### src/rtl/imem_uart_loader_if.sv
// Byte stream in from the UART receiver and instruction-memory write port out.
// Signal names follow the loader's point of view (i_ = into loader, o_ = out of loader).
interface imem_uart_loader_if;
  logic        i_byte_valid;
  logic [7:0]  i_byte;
  logic        o_imem_we;
  logic [31:0] o_imem_addr;
  logic [31:0] o_imem_wdata;

  modport master (
    input  i_byte_valid,
    input  i_byte,
    output o_imem_we,
    output o_imem_addr,
    output o_imem_wdata
  );

  modport slave (
    output i_byte_valid,
    output i_byte,
    input  o_imem_we,
    input  o_imem_addr,
    input  o_imem_wdata
  );
endinterface

### src/rtl/imem_uart_loader.sv
// Loads a framed UART byte stream into instruction memory as big-endian words,
// holding the CPU off until a frame passes its checksum.
module imem_uart_loader #(
  parameter int unsigned MEM_SIZE       = 512,
  parameter logic [7:0]  SYNC_BYTE      = 8'hA5,
  parameter int unsigned TIMEOUT_CYCLES = 1_000_000
) (
  input  logic                i_clk,
  input  logic                i_rst,
  imem_uart_loader_if.master  io_bus,
  output logic                o_cpu_hold,
  output logic                o_busy,
  output logic                o_done,
  output logic                o_error,
  output logic [9:0]          o_words_loaded
);

  localparam int unsigned WIDX_W = (MEM_SIZE > 2) ? $clog2(MEM_SIZE) : 1;
  localparam int unsigned TO_W   = (TIMEOUT_CYCLES > 2) ? $clog2(TIMEOUT_CYCLES) : 1;
  localparam logic [TO_W-1:0] TO_MAX = TO_W'(TIMEOUT_CYCLES - 1);

  typedef enum logic [2:0] {
    S_IDLE,
    S_LEN_HI,
    S_LEN_LO,
    S_DATA,
    S_CHECK,
    S_DONE,
    S_ERROR
  } state_t;

  state_t              r_state,   w_state_nxt;
  logic [7:0]          r_len_hi,  w_len_hi_nxt;
  logic [15:0]         r_len,     w_len_nxt;
  logic [7:0]          r_chk,     w_chk_nxt;
  logic [31:0]         r_asm,     w_asm_nxt;
  logic [1:0]          r_bidx,    w_bidx_nxt;
  logic [WIDX_W-1:0]   r_widx,    w_widx_nxt;
  logic [TO_W-1:0]     r_to,      w_to_nxt;
  logic                r_we,      w_we_nxt;
  logic [31:0]         r_addr,    w_addr_nxt;
  logic [31:0]         r_wdata,   w_wdata_nxt;
  logic                r_hold,    w_hold_nxt;
  logic                r_busy,    w_busy_nxt;
  logic                r_done,    w_done_nxt;
  logic                r_error,   w_error_nxt;
  logic [9:0]          r_words,   w_words_nxt;

  logic                w_valid;
  logic [7:0]          w_byte;
  logic [15:0]         w_len;
  logic                w_in_frame;
  logic                w_expire;
  logic                w_last_word;
  logic                w_fail;

  assign w_valid     = io_bus.i_byte_valid;
  assign w_byte      = io_bus.i_byte;
  assign w_len       = {r_len_hi, w_byte};
  assign w_in_frame  = (r_state == S_LEN_HI) || (r_state == S_LEN_LO) ||
                       (r_state == S_DATA)   || (r_state == S_CHECK);
  // An arriving byte always beats an expiring counter.
  assign w_expire    = w_in_frame && !w_valid && (r_to == TO_MAX);
  assign w_last_word = (16'(r_widx) == (r_len - 16'd1));

  // Next-state and next-output logic
  always_comb begin
    w_state_nxt  = r_state;
    w_len_hi_nxt = r_len_hi;
    w_len_nxt    = r_len;
    w_chk_nxt    = r_chk;
    w_asm_nxt    = r_asm;
    w_bidx_nxt   = r_bidx;
    w_widx_nxt   = r_widx;
    w_to_nxt     = (w_in_frame && !w_valid) ? (r_to + TO_W'(1)) : '0;
    w_we_nxt     = 1'b0;
    w_addr_nxt   = r_addr;
    w_wdata_nxt  = r_wdata;
    w_hold_nxt   = r_hold;
    w_busy_nxt   = r_busy;
    w_done_nxt   = 1'b0;
    w_error_nxt  = r_error;
    w_words_nxt  = r_words;
    w_fail       = w_expire;

    case (r_state)
      S_IDLE: begin
        if (w_valid && (w_byte == SYNC_BYTE)) begin
          w_state_nxt = S_LEN_HI;
          w_error_nxt = 1'b0;
          w_chk_nxt   = 8'h00;
          w_words_nxt = 10'd0;
          w_busy_nxt  = 1'b1;
          w_hold_nxt  = 1'b1;
        end
      end
      S_LEN_HI: begin
        if (w_valid) begin
          w_len_hi_nxt = w_byte;
          w_chk_nxt    = r_chk ^ w_byte;
          w_state_nxt  = S_LEN_LO;
        end
      end
      S_LEN_LO: begin
        if (w_valid) begin
          w_len_nxt = w_len;
          w_chk_nxt = r_chk ^ w_byte;
          if ((w_len == 16'd0) || (w_len > 16'(MEM_SIZE))) begin
            w_fail = 1'b1;
          end else begin
            w_state_nxt = S_DATA;
            w_bidx_nxt  = 2'd0;
            w_widx_nxt  = '0;
          end
        end
      end
      S_DATA: begin
        if (w_valid) begin
          w_chk_nxt  = r_chk ^ w_byte;
          w_asm_nxt  = {r_asm[23:0], w_byte};
          w_bidx_nxt = r_bidx + 2'd1;
          if (r_bidx == 2'd3) begin
            w_we_nxt    = 1'b1;
            w_addr_nxt  = 32'({r_widx, 2'b00});
            w_wdata_nxt = {r_asm[23:0], w_byte};
            w_widx_nxt  = r_widx + WIDX_W'(1);
            w_words_nxt = r_words + 10'd1;
            if (w_last_word) begin
              w_state_nxt = S_CHECK;
            end
          end
        end
      end
      S_CHECK: begin
        if (w_valid) begin
          if (w_byte == r_chk) begin
            w_state_nxt = S_DONE;
            w_done_nxt  = 1'b1;
            w_busy_nxt  = 1'b0;
            w_hold_nxt  = 1'b0;
          end else begin
            w_fail = 1'b1;
          end
        end
      end
      S_DONE:  w_state_nxt = S_IDLE;
      S_ERROR: w_state_nxt = S_IDLE;
      default: w_state_nxt = S_IDLE;
    endcase

    // CPU hold is deliberately left set so a corrupted image never runs.
    if (w_fail) begin
      w_state_nxt = S_ERROR;
      w_error_nxt = 1'b1;
      w_busy_nxt  = 1'b0;
    end
  end

  // State and output registers
  always_ff @(posedge i_clk) begin
    if (i_rst) begin
      r_state  <= S_IDLE;
      r_len_hi <= 8'h00;
      r_len    <= 16'h0000;
      r_chk    <= 8'h00;
      r_asm    <= 32'h0;
      r_bidx   <= 2'd0;
      r_widx   <= '0;
      r_to     <= '0;
      r_we     <= 1'b0;
      r_addr   <= 32'h0;
      r_wdata  <= 32'h0;
      r_hold   <= 1'b0;
      r_busy   <= 1'b0;
      r_done   <= 1'b0;
      r_error  <= 1'b0;
      r_words  <= 10'd0;
    end else begin
      r_state  <= w_state_nxt;
      r_len_hi <= w_len_hi_nxt;
      r_len    <= w_len_nxt;
      r_chk    <= w_chk_nxt;
      r_asm    <= w_asm_nxt;
      r_bidx   <= w_bidx_nxt;
      r_widx   <= w_widx_nxt;
      r_to     <= w_to_nxt;
      r_we     <= w_we_nxt;
      r_addr   <= w_addr_nxt;
      r_wdata  <= w_wdata_nxt;
      r_hold   <= w_hold_nxt;
      r_busy   <= w_busy_nxt;
      r_done   <= w_done_nxt;
      r_error  <= w_error_nxt;
      r_words  <= w_words_nxt;
    end
  end

  assign io_bus.o_imem_we    = r_we;
  assign io_bus.o_imem_addr  = r_addr;
  assign io_bus.o_imem_wdata = r_wdata;
  assign o_cpu_hold          = r_hold;
  assign o_busy              = r_busy;
  assign o_done              = r_done;
  assign o_error             = r_error;
  assign o_words_loaded      = r_words;

endmodule
### src/flat_wrapper.sv
// flat-port wrapper written by rule: the top's interface ports become plain ports
module imem_uart_loader_flat 
#(
  parameter int unsigned MEM_SIZE       = 512,
  parameter logic [7:0]  SYNC_BYTE      = 8'hA5,
  parameter int unsigned TIMEOUT_CYCLES = 1_000_000
)
  (i_clk, i_rst, o_cpu_hold, o_busy, o_done, o_error, o_words_loaded, io_bus_i_byte_valid, io_bus_i_byte, io_bus_o_imem_we, io_bus_o_imem_addr, io_bus_o_imem_wdata);
  imem_uart_loader_if io_bus_i ();
  input  logic i_clk;
  input  logic i_rst;
  output logic o_cpu_hold;
  output logic o_busy;
  output logic o_done;
  output logic o_error;
  output logic [9:0] o_words_loaded;
  input wire logic [$bits(io_bus_i.i_byte_valid)-1:0] io_bus_i_byte_valid;
  input wire logic [$bits(io_bus_i.i_byte)-1:0] io_bus_i_byte;
  output wire logic [$bits(io_bus_i.o_imem_we)-1:0] io_bus_o_imem_we;
  output wire logic [$bits(io_bus_i.o_imem_addr)-1:0] io_bus_o_imem_addr;
  output wire logic [$bits(io_bus_i.o_imem_wdata)-1:0] io_bus_o_imem_wdata;
  assign io_bus_i.i_byte_valid = io_bus_i_byte_valid;
  assign io_bus_i.i_byte = io_bus_i_byte;
  assign io_bus_o_imem_we = io_bus_i.o_imem_we;
  assign io_bus_o_imem_addr = io_bus_i.o_imem_addr;
  assign io_bus_o_imem_wdata = io_bus_i.o_imem_wdata;
  imem_uart_loader #(.MEM_SIZE(MEM_SIZE), .SYNC_BYTE(SYNC_BYTE), .TIMEOUT_CYCLES(TIMEOUT_CYCLES)) u_core (.i_clk(i_clk), .i_rst(i_rst), .io_bus(io_bus_i), .o_cpu_hold(o_cpu_hold), .o_busy(o_busy), .o_done(o_done), .o_error(o_error), .o_words_loaded(o_words_loaded));
endmodule
### config.mk
export PLATFORM = sky130hd
export DESIGN_NAME = imem_uart_loader_flat
export DESIGN_NICKNAME = d
export VERILOG_FILES = /design/src/rtl/imem_uart_loader_if.sv /design/src/rtl/imem_uart_loader.sv /design/src/flat_wrapper.sv
export SDC_FILE = /design/constraint.sdc
export NUM_CORES = 1
export LEC_CHECK = 0
export BUFFER_PORTS_ARGS = -buffer_cell sky130_fd_sc_hd__clkbuf_2
export CORE_ASPECT_RATIO = 1.4
export CORE_MARGIN = 3
export CORE_UTILIZATION = 55
export DETAILED_ROUTE_END_ITERATION = 10
export PLACE_DENSITY = 0.87
export SLEW_MARGIN = 20
export SYNTH_ARGS = -nofsm -noshare
export SYNTH_HDL_FRONTEND = slang
export SYNTH_SLANG_ARGS = --single-unit
### constraint.sdc
create_clock -name i_clk -period 3.6 [get_ports i_clk]
set_clock_uncertainty 0.1 [all_clocks]
set_input_delay 0.72 -clock i_clk [delete_from_list [all_inputs] [get_ports i_clk]]
set_output_delay 0.72 -clock i_clk [all_outputs]
set_load 0.005 [all_outputs]
==> metrics.txt, run 1 <==
Die W a little under 100 um; Die H about 130 um; pwr/cell area roughly 580 mW/mm^2; Netlist Area Pre-Place roughly 0.0065 mm^2; fin crit period approximately 2.8 ns; HP Class register to register; per-cell routed wire length about 15 um; Placer Congestion ~0.95; sequential share of power 0.416; status completed; drt drc 0; area grow syn2layout 14.2%; number of nets with antenna violations after routing 0; Inst Count DP 1002; die area around 0.013 mm^2; number of global-route vias before repair about 5.4k; Initial DRT Pass Iterations 5; top cells by count, synth 209 x nand2_1, 146 x dfxtp_1, 121 x a21oi_1; number of synthesized register bits around 150; core region area 0.0115 mm^2; # IOs 90; Root Driver clkbuf_16; Final Non-Filler Cells 1034; Syn Area/Cell roughly 7.8 um^2; Net Sw Power 1.28 mW; Worst EP required approximately 3.8 ns; CTS resizes 0; Synth area leaders dfxtp_1 45%, nand2_1 12%, a21oi_1 9.3%, nor2_1 3.2%, xor2_1 2.7%; final hold violation count 0; synthesized netlist cell count around 830; capturing point of the worst reg2reg path u_core.r_state[0]; FMAX about 0.36 GHz; ys async rst share 0; Starting Density 0.566; total of warnings raised by yosys 0; gr usage total 0.234; pin count of the biggest net entering global routing between 90 and 100; fin. max-slew vios 0; Gate power share 0.152; prevailing post-synth register cell dfxtp_1; via count about 5.9k; critical path class register to register; fill count about 950; total internal power between 2 and 3 mW; worst-skew pair later-pin latency roughly 0.42 ns; final net count between 800 and 900; n_diodes 0; CP startpoint kind register; VDD IR max 364 uV; crit share post-route 0.772; CTS Buffer Depth 2; post-DP HPWL about 10000 um; Synth area leader dfxtp_1; CP max FO 6; clock power share 0.432; clk slew on worst S/H paths ~0.070 ns; Sw Share 0.301; worst reg-to-reg setup slack just over 0.8 ns; Routed Wire Length around 16000 um; post-synth top area share 0.451; Port Buf Inserts 66; setup TNS 0 ns; register area share after synthesis 0.451; Worst R2R Path Depth 8; final setup violation count 0; Worst Tran Pin Value about 0.95 ns; first-pass GRT wire length 25500 um; aggregate global routing overflow 0; most common cell in the netlist nand2_1; LEAKAGE 2.71 nW; RSZ-0062 raised after global routing false; DR vias/cell between 5 and 6; CP startpoint u_core.r_len[0]; ratio of cells with drive above 1 in the final layout 0.129; cts hold-fix bufs 0; number of synthesized flops with an enable pin 0; Reg-to-Reg Start u_core.r_len[0]; CP endpoint kind register; Site Rows 46; total CTS buffers 17; TritonCTS clock tree yes; # H-tree levels 4; clk sinks about 150; number of antenna violations at the first check in global routing 0; crit path capture u_core.r_state[0]; DR iter-0 viols between 500 and 600; Yosys cell types 56; max_cap viols 0; Post-CTS Setup Repair Bufs 0; Slew HR 0.363; CP arrival about 3 ns
-- registers in the layout, indices dropped and copies added (netlist names) --
signal and count:
u_core.io_bus.o_imem_wdata 32, u_core.o_error 1, u_core.r_len 16, u_core.o_busy 1, u_core.r_asm 24, u_core.io_bus.o_imem_addr 9, u_core.r_len_hi 8, u_core.r_chk 8
u_core.o_cpu_hold 1, u_core.r_state 3, u_core.r_bidx 2, u_core.o_words_loaded 10, u_core.o_done 1, u_core.r_to 20, u_core.io_bus.o_imem_we 1, u_core.r_widx 9
-- layout make-up --
cell class	instances	area, um^2	area share
Inverter	14	52.6	0.00709
Tap cell	144	180	0.0243
Timing Repair Buffer	75	400	0.0540
Clock buffer	18	439	0.0593
Multi-Input combinational cell	623	3230	0.436
Clock inverter	14	183	0.0247
Sequential cell	146	2920	0.395
-- cell usage in the layout, fill, tap and decap left out, drive strengths merged, types with 7 or more instances in the layout --
master  instances
buf            10
nand3          16
xor2           20
inv            24
xnor2          16
and3            8
or4             7
nor2           56
clkbuf         83
a21oi         121
nor4           12
o21ai          26
nand4           9
nand2         209
conb           23
dfxtp         146
nor3            9
or3            13
-- metrics by stage --
stage / util / area, um^2 / power (mW) / setup slack (ns) / hold slack (ns)
after floorplan: - / 6570 / 2.29 / 0.641 / 0.326
after global placement: 0.593 / 6790 / 2.42 / 0.579 / 0.340
after detailed placement: 0.593 / 6790 / 2.43 / 0.519 / 0.344
after CTS: 0.647 / 7410 / 4.27 / 0.879 / 0.355
after global routing: 0.647 / 7410 / 4.42 / 0.660 / 0.372
final: 0.647 / 7410 / 4.26 / 0.820 / 0.353
-- worst min-delay path by stage --
stage / slack (ns) / start / depth (start not counted) / end
after global placement: 0.34 / u_core.r_asm[23] / 2 / u_core.io_bus.o_imem_wdata[31]
final: 0.35 / u_core.io_bus.o_imem_addr[6] / 2 / u_core.io_bus.o_imem_addr[6]
after floorplan: 0.33 / u_core.r_to[0] / 1 / u_core.r_to[0]
after CTS: 0.35 / u_core.r_asm[21] / 2 / u_core.io_bus.o_imem_wdata[29]
after detailed placement: 0.34 / u_core.r_asm[21] / 2 / u_core.io_bus.o_imem_wdata[29]
after global routing: 0.37 / u_core.r_asm[21] / 2 / u_core.io_bus.o_imem_wdata[29]
-- critical path: stages, from the launching register on --
cell,delay [ns]
dfxtp_1,0.37
inv_1,0.08
ha_1,0.18
nor3b_1,0.71
nand4b_1,0.18
a21oi_1,0.29
nor3_1,0.09
o41a_1,0.45
o211a_1,0.21
-- power by group through the flow --
stage | Combinational [mW] | Clock [mW] | Sequential [mW]
4_1_cts | 0.638 | 1.86 | 1.77
3_5_place_dp | 0.624 | 0 | 1.80
3_3_place_gp | 0.618 | 0 | 1.80
6_report | 0.650 | 1.84 | 1.77
2_1_floorplan | 0.541 | 0 | 1.75
5_1_grt | 0.713 | 1.93 | 1.78
-- per-layer routing --
| layer | up-vias | GRT usage | share of wire |
|---|---|---|---|
| met3 | 42 | 0.0496 | 0.053 |
| met1 | 2770 | 0.281 | 0.41 |
| met2 | 197 | 0.402 | 0.51 |
| met5 | - | 0 | 0 |
| li1 | 2882 | - | - |
| met4 | 0 | 0.108 | 0.032 |
-- logic make-up (layout without fill, tap and decap cells) --
kind of cell             Yosys count  in the layout  synth area share
AO/OA/AOI/OAI                    185            185             0.163
adder cells (fa/ha/maj)            5              5           0.00965
other                              1             23          0.000578
AND/OR/NAND/NOR                  374            374             0.264
buffers and inverters             84            121            0.0639
flip-flops                       146            146             0.451
XOR/XNOR                          36             36            0.0486
No activity file was read; power rests on OpenSTA's default activity.
==> run 2, diff against run 1 <==
ABC_AREA = 1   (was unset)
CORE_UTILIZATION = 52   (was 55)
PLACE_DENSITY = 0.86   (was 0.87)
clock period = 2.25 ns   (was 3.6 ns; I/O delays follow)
==> run 2 against run 1 <==
Against the previous run: worst setup slack got worse by 0.66 ns; highest routed layer unchanged; sequential cell count stayed put; die area up 8.1%; hold slack got worse by 0.070 ns; via count grew 3.4%; critical path depth increased by 4; cell area grew 4.4%; area after synthesis increased by 2.6%; synthesized cell count is 7.7% higher; sequential power up 66%; critical endpoint is now u_core.io_bus.o_imem_wdata[7].
==> metrics.txt, run 2 <==
final net count around 1000; max reg flops 32; Die H ~140 um; Syn Area/Cell about 7.4 um^2; CP most frequent cell inv_2; status completed; CP max stage delay about 0.42 ns; CTS resizes 0; DR iter-0 viols around 500; Reg-to-Reg Start u_core.r_state[1]; total power between 7 and 8 mW; aggregate global routing overflow 0; core region area ~0.012 mm^2; synthesized netlist cell count roughly 900; Synth area leader dfxtp_1; worst-skew pair later-pin latency ~0.42 ns; setup TNS 0 ns; pin count of the biggest net entering global routing approximately 70; max_cap viols 0; ratio of cells with drive above 1 in the final layout 0.163; critical path class register to register; area grow syn2layout 16.2%; CP startpoint kind register; Final Non-Filler Cells roughly 1.1k; Starting Density 0.535; Port Buf Inserts 66; VDD IR max ~520 uV; # H-tree levels 4; slowest CP cell dfxtp_1; # IOs 90; Site Rows 48; post-DP HPWL around 11000 um; Worst EP required about 2.5 ns; CP endpoint kind register; Yosys cell types 42; DR vias/cell 5.40; die area between 0.01 and 0.015 mm^2; post-synth top area share 0.439; Setup WS pre-CTS 0.0309 ns; crit share post-route 0.931; Placer Congestion approximately 0.96; Final Util 0.622; final setup margin approximately 0.16 ns; clk slew on worst S/H paths 0.06 ns; fin. max-slew vios 0; ys async rst share 0; CP startpoint u_core.r_state[1]; register area share after synthesis 0.439; Routed Wire Length 16700 um; drt drc 0; min-delay src io_bus_i_byte[7]; most common cell in the netlist dfxtp_1; Synth area leaders dfxtp_1 44%, nand2_1 7.7%, o21ai_0 6.9%, a21oi_1 6.7%, inv_1 5.5%; final setup violation count 0; worst-path cell chain inv_1, nor2_2, inv_2, nor2_4, inv_4, nor2_8, inv_4, nor2_8, inv_2, nor2_4, inv_2, o21ai_0; prevailing post-synth register cell dfxtp_1; RSZ-0062 raised after global routing true; total of warnings raised by yosys 0; Post-CTS Setup Repair Bufs 0; top cells by count, synth 146 x dfxtp_1, 136 x nand2_1, 98 x inv_1, 98 x nor2_1, 92 x o21ai_0; n_diodes 0; CP max FO 17; pwr/cell area 993 mW/mm^2; fin crit period 2.09 ns; LEAKAGE about 3.4 nW; number of global-route vias before repair between 5k and 6k; CTS Buffer Depth 2; clk sinks around 150; final hold violation count 0; commonest non-fill, non-tap cell in the layout dfxtp_1; cts hold-fix bufs 0; HP Class primary input to register; gr usage total 0.240; number of synthesized flops with an enable pin 0; Root Driver clkbuf_16; via count just over 6k; Inst Count DP around 1.1k; commonest non-fill, non-tap cells in the layout 146 x dfxtp_1, 133 x nand2_1, 97 x inv_1; Die W 102 um; number of synthesized register bits 146; FMAX about 0.48 GHz; Netlist Area Pre-Place roughly 0.0067 mm^2; first-pass GRT wire length around 27000 um; TritonCTS clock tree yes; per-cell routed wire length ~15 um; number of antenna violations at the first check in global routing 0; CP arrival about 2.3 ns; total CTS buffers 17; Initial DRT Pass Iterations 6; number of nets with antenna violations after routing 0
[run 2: cell families after synthesis]
kind of cell / share of synthesized area
buffers and inverters: 0.106
other: 0.000563
adders and majority gates: 0.00940
DFF: 0.439
and+or+nand+nor: 0.230
AOI/OAI and AO/OA: 0.175
xor gates and xnor gates: 0.0395
[run 2: final cells by class]
cell class              instances  area (um^2)
inverters                     105          399
fillers                      1059         4700
repair buffers                 82          467
clock inverters                14          166
well taps                     150          188
multi-input cells             612         3150
flip-flops and latches        146         2920
clock buffers                  18          439
[run 2: worst paths after layout]
| check | endpoint | slack, ns | depth (start not counted) |
|---|---|---|---|
| max | u_core.io_bus.o_imem_wdata[7] | 0.16 | 12 |
| max reg2reg | u_core.io_bus.o_imem_wdata[7] | 0.16 | 12 |
| min reg2reg | u_core.io_bus.o_imem_wdata[27] | 0.35 | 2 |
| min | u_core.r_asm[7] | 0.28 | 3 |
[run 2: stage by stage]
| stage | instance area (um^2) | hold WS, ns |
|---|---|---|
| after floorplan | 6740 | 0.318 |
| after global placement | 7080 | 0.328 |
| after detailed placement | 7080 | 0.332 |
| after CTS | 7690 | 0.263 |
| after global routing | 7730 | 0.295 |
| final | 7730 | 0.282 |
[run 2: worst max-delay path: cells and delay by family, from the launching register on]
family | cells | cell delay, ns
flip-flops | 1 | 0.42
AO/OA/AOI/OAI | 1 | 0.24
AND/OR/NAND/NOR | 5 | 0.65
buffers and inverters | 6 | 0.58
[run 2: power breakdown]
group | leakage (nW) | internal (mW) | switching (mW)
sequential | 1.18 | 2.77 | 0.159
combinational | 1.93 | 0.646 | 1.22
clock | 0.295 | 1.70 | 1.18
[run 2: routing by layer]
layer	global-route usage	vias up	routed length, um
met5	0	-	0
met4	0.0945	0	510
met3	0.0491	52	979
met2	0.437	206	8930
met1	0.265	2818	6320
li1	-	3014	-
